==> config.mk <==
export PLATFORM = sky130hd
export DESIGN_NAME = wb_chk_watchdog
export DESIGN_NICKNAME = d
export VERILOG_FILES = /design/src/rtl/wb_chk_pkg.sv /design/src/rtl/wb_chk_watchdog.sv
export SDC_FILE = /design/constraint.sdc
export NUM_CORES = 1
export LEC_CHECK = 0
export CORE_MARGIN = 3
export CORE_UTILIZATION = 55
export CTS_BUF_LIST = sky130_fd_sc_hd__clkbuf_4 sky130_fd_sc_hd__clkbuf_8
export CTS_CLUSTER_DIAMETER = 50
export DETAILED_ROUTE_END_ITERATION = 10
export PLACE_DENSITY = 0.75
export SYNTH_ARGS = -nofsm -noshare
export SYNTH_HDL_FRONTEND = slang
export SYNTH_SLANG_ARGS = --single-unit
==> constraint.sdc <==
create_clock -name clk -period 3 [get_ports clk]
set_input_delay 0.6 -clock clk [delete_from_list [all_inputs] [get_ports clk]]
set_output_delay 0.6 -clock clk [all_outputs]
set_load 0.02 [all_outputs]
==> src/rtl/wb_chk_pkg.sv <==
// Shared types, constants and pattern helper for the Wishbone memory checker.
package wb_chk_pkg;

    localparam int unsigned WORD_BYTES = 4;
    localparam int unsigned IDX_W      = 16;
    localparam int unsigned DATA_W     = 32;
    localparam int unsigned ADR_W      = 32;
    localparam int unsigned ERR_W      = 16;
    localparam int unsigned WDOG_W     = 16;

    typedef enum logic [2:0] {
        IDLE  = 3'd0,
        WRITE = 3'd1,
        GAP   = 3'd2,
        READ  = 3'd3,
        DONE  = 3'd4
    } chk_state_t;

    // Test pattern for word index: zero-extended index XOR seed mask.
    function automatic logic [DATA_W-1:0] pat(input logic [IDX_W-1:0] index,
                                              input logic [DATA_W-1:0] seed);
        return {16'h0, index} ^ seed;
    endfunction

endpackage

==> src/rtl/wb_chk_watchdog.sv <==
// Counts consecutive stalled strobe cycles; flags expiry on the cycle the limit is reached.
module wb_chk_watchdog
    import wb_chk_pkg::*;
#(
    parameter int unsigned TIMEOUT = 255
) (
    input  logic clk,
    input  logic rst,
    input  logic clr,
    input  logic run,
    output logic expired
);

    logic [WDOG_W-1:0] count;

    // Expiry is combinational so the master can abort on the very edge the count hits the limit.
    assign expired = run && !clr && (count == WDOG_W'(TIMEOUT - 1));

    // Stall counter: restarts whenever the stall streak breaks, holds once expired.
    always_ff @(posedge clk) begin
        if (rst || clr || !run) begin
            count <= '0;
        end else if (!expired) begin
            count <= count + WDOG_W'(1);
        end
    end

endmodule

==> qor.yml <==
critical_path:
  worstSetupPathType: "in2out"
  cp.required_ns: 2.40
  cp-start-kind: "input pin"
  arrival_ns: 1.91
  crit_path_end_kind: "output port"
  path_max_fanout: 3
yosys:
  synth_top_cell_by_area: "dfxtp_1"
  synth-seq-cells: 16
  synth_area_leaders: "dfxtp_1, nand3_1, xnor2_1, a21oi_1, nand2_1"
  synth_cell_types: 31
  netlist_area_um2: 828
  synth-edff-count: 0
  yosysSeqAreaShare_pct: 38.7
  syn_nets: 106
  yosysMostFrequentCell: "dfxtp_1"
  synthArstFlopShare_pct: 0
  netlist_instances: 100
  ys.flop_type: "dfxtp_1"
  yosys_warnings: 0
  synth_commonest_cells: "dfxtp_1, nand3_1, nand2_1, a21oi_1"
  synth_top_cell_area_share_pct: 38.7
  synth_area_per_cell_um2: 8.28
grt:
  grt_antenna_before_repair: 0
  grt_max_degree: 16
  first_global_vias: 710
  grt_pass1_wl_um: 3110
  grt_usage_pct: 20.7
  grt-ovfl-total: 0
detailed_routing:
  routed_via_density: 6.69
  wire_per_inst_um: 14.2
  dr.pass1.iters: 4
  vias: 809
  routed.top_layer: "met4"
  ant_nets: 0
  wl_met2_um: 783
  drc: 0
  routed-wl-met3_um: 134
  routed_wl_um: 1720
  met1_length_um: 788
  drt-initial-drc-count: 18
floorplanning:
  ios: 5
  core_area_um2: 1350
  fp.dieH_um: 44.8
  core.rowCount: 13
  die_area_um2: 2010
  start_util_pct: 61.4
  dieWidth_um: 44.8
clocking:
  numClockSinks: 16
  cts_tree: "yes"
  cts_hold_buf: 0
  cts.htree.levels: 1
  clock_latency_ns: 0.28
  clock_path_buffers: 2
  numCtsBuffers: 3
  cts.clk_slew.worst_paths_ns: 0.09
  root_buffer: "clkbuf_4"
sta:
  maxSlewViolCount: 0
  final_hold_viol_count: 0
  skew_ns: 0.00650
  period_share_pct: 83.8
  period_needed_ns: 2.51
  setup-violations-final: 0
  slew_headroom_pct: 76.5
  worst_pin_slew_ns: 0.347
  tns_ns: 0
  clock.fmax_ghz: 0.398
  rsz0062_at_grt: "false"
cells_and_area:
  largest_reg_flops: 16
  fill_cells: 110
  drive_gt1_share_pct: 8.49
  nets: 114
  regMostFlops: "count"
  synthToLayoutAreaGrowth_pct: 12.7
  post-route-util_pct: 69.1
  diodes: 0
  reg_top3: "count x16"
pwr:
  leakage_uw: 0.000304
  power_uw: 334
  power.density_nw_per_um2: 358
  irDropWorstVdd_mv: 0.229
placed_design:
  io_buffers: 4
  hpwl_um: 1250
  place.gp.congestion: 0.810
status:
  status: "complete, no violations"
min_path:
  hold_path_class: "reg2reg"
flow_run:
  timing.max_cap.violations: 0
## critical path: stages
cell	delay [ns]
clkdlybuf4s50_1	0.47
nor4b_4	0.25
and4_1	0.25
nand2_1	0.08
inv_1	0.06
dlymetal6s2s_1	0.21
## layer usage
layer,global-route usage (%),vias to the layer above
met2,31.2,30
met5,0,-
met3,2.79,2
met1,29.4,383
met4,8.77,0
li1,-,394
## power by group
group / internal (uW) / switching (uW) / total, uW
Sequential: 213 / 1.09 / 214
Combinational: 7.12 / 6.17 / 13.3
Clock: 46.5 / 60.2 / 107
## placed cells by master, fill, tap and decap left out
cell / n
dfxtp_1: 16
nand3_1: 9
nand2_1: 8
a21oi_1: 6
nor3_1: 5
nor2_1: 5
inv_1: 4
nor4_1: 4
xnor2_1: 4
or4_1: 4
nand4_1: 3
a31oi_1: 3
clkbuf_4: 3
clkdlybuf4s50_1: 3
buf_4: 3
and4_1: 2
o31ai_1: 2
o211ai_1: 2
or3_1: 2
a211oi_1: 2
o21ai_0: 2
ha_1: 2
nor4b_1: 1
and2_1: 1
nor4b_4: 1
or3b_2: 1
nand4_2: 1
nor3b_1: 1
and3_1: 1
xor2_1: 1
nand2b_1: 1
nand3b_1: 1
o221ai_1: 1
dlymetal6s2s_1: 1
## logic make-up after synthesis
group | count (synthesis) | share of synthesized area (%)
AO/OA/AOI/OAI | 18 | 13.6
buffers and inverters | 8 | 3.78
XOR/XNOR | 5 | 5.29
flip-flops | 16 | 38.7
AND/OR/NAND/NOR | 51 | 35.7
adder cells (fa/ha/maj) | 2 | 3.02
## stage by stage
stage	std cells	worst slack [ns]	area, um^2	hold slack, ns
final	121	0.486	933	0.502
after CTS	121	0.0845	922	0.502
after global routing	121	0.381	933	0.553
after global placement	118	0.00391	893	0.476
after floorplan	100	0.973	828	0.452
after detailed placement	118	0.000101	893	0.486
## layout make-up
class / instances / area (um^2) / share of cell area [%]
timing repair buffer: 7 / 65.1 / 6.97
clock buffer: 3 / 22.5 / 2.41
sequential: 16 / 320 / 34.3
tap: 15 / 18.8 / 2.01
multi-input combinational: 76 / 492 / 52.7
inverter: 4 / 15.0 / 1.61
## what timing repair did
action,CTS,global route
gates resized for setup,1,2
setup endpoints to repair,1,1
setup buffers,0,0
## path summary, 6_finish.rpt
kind                           from                     end  slack [ns]  cells past startpoint
max                             clr                 expired        0.49                      6
min          count[13]$_SDFFE_PP0N_  count[13]$_SDFFE_PP0N_        0.50                      2
max reg2reg   count[2]$_SDFFE_PP0N_  count[15]$_SDFFE_PP0N_        1.04                      4
min reg2reg  count[13]$_SDFFE_PP0N_  count[13]$_SDFFE_PP0N_        0.50                      2
Note: power is estimated with default switching activity, not from simulation.
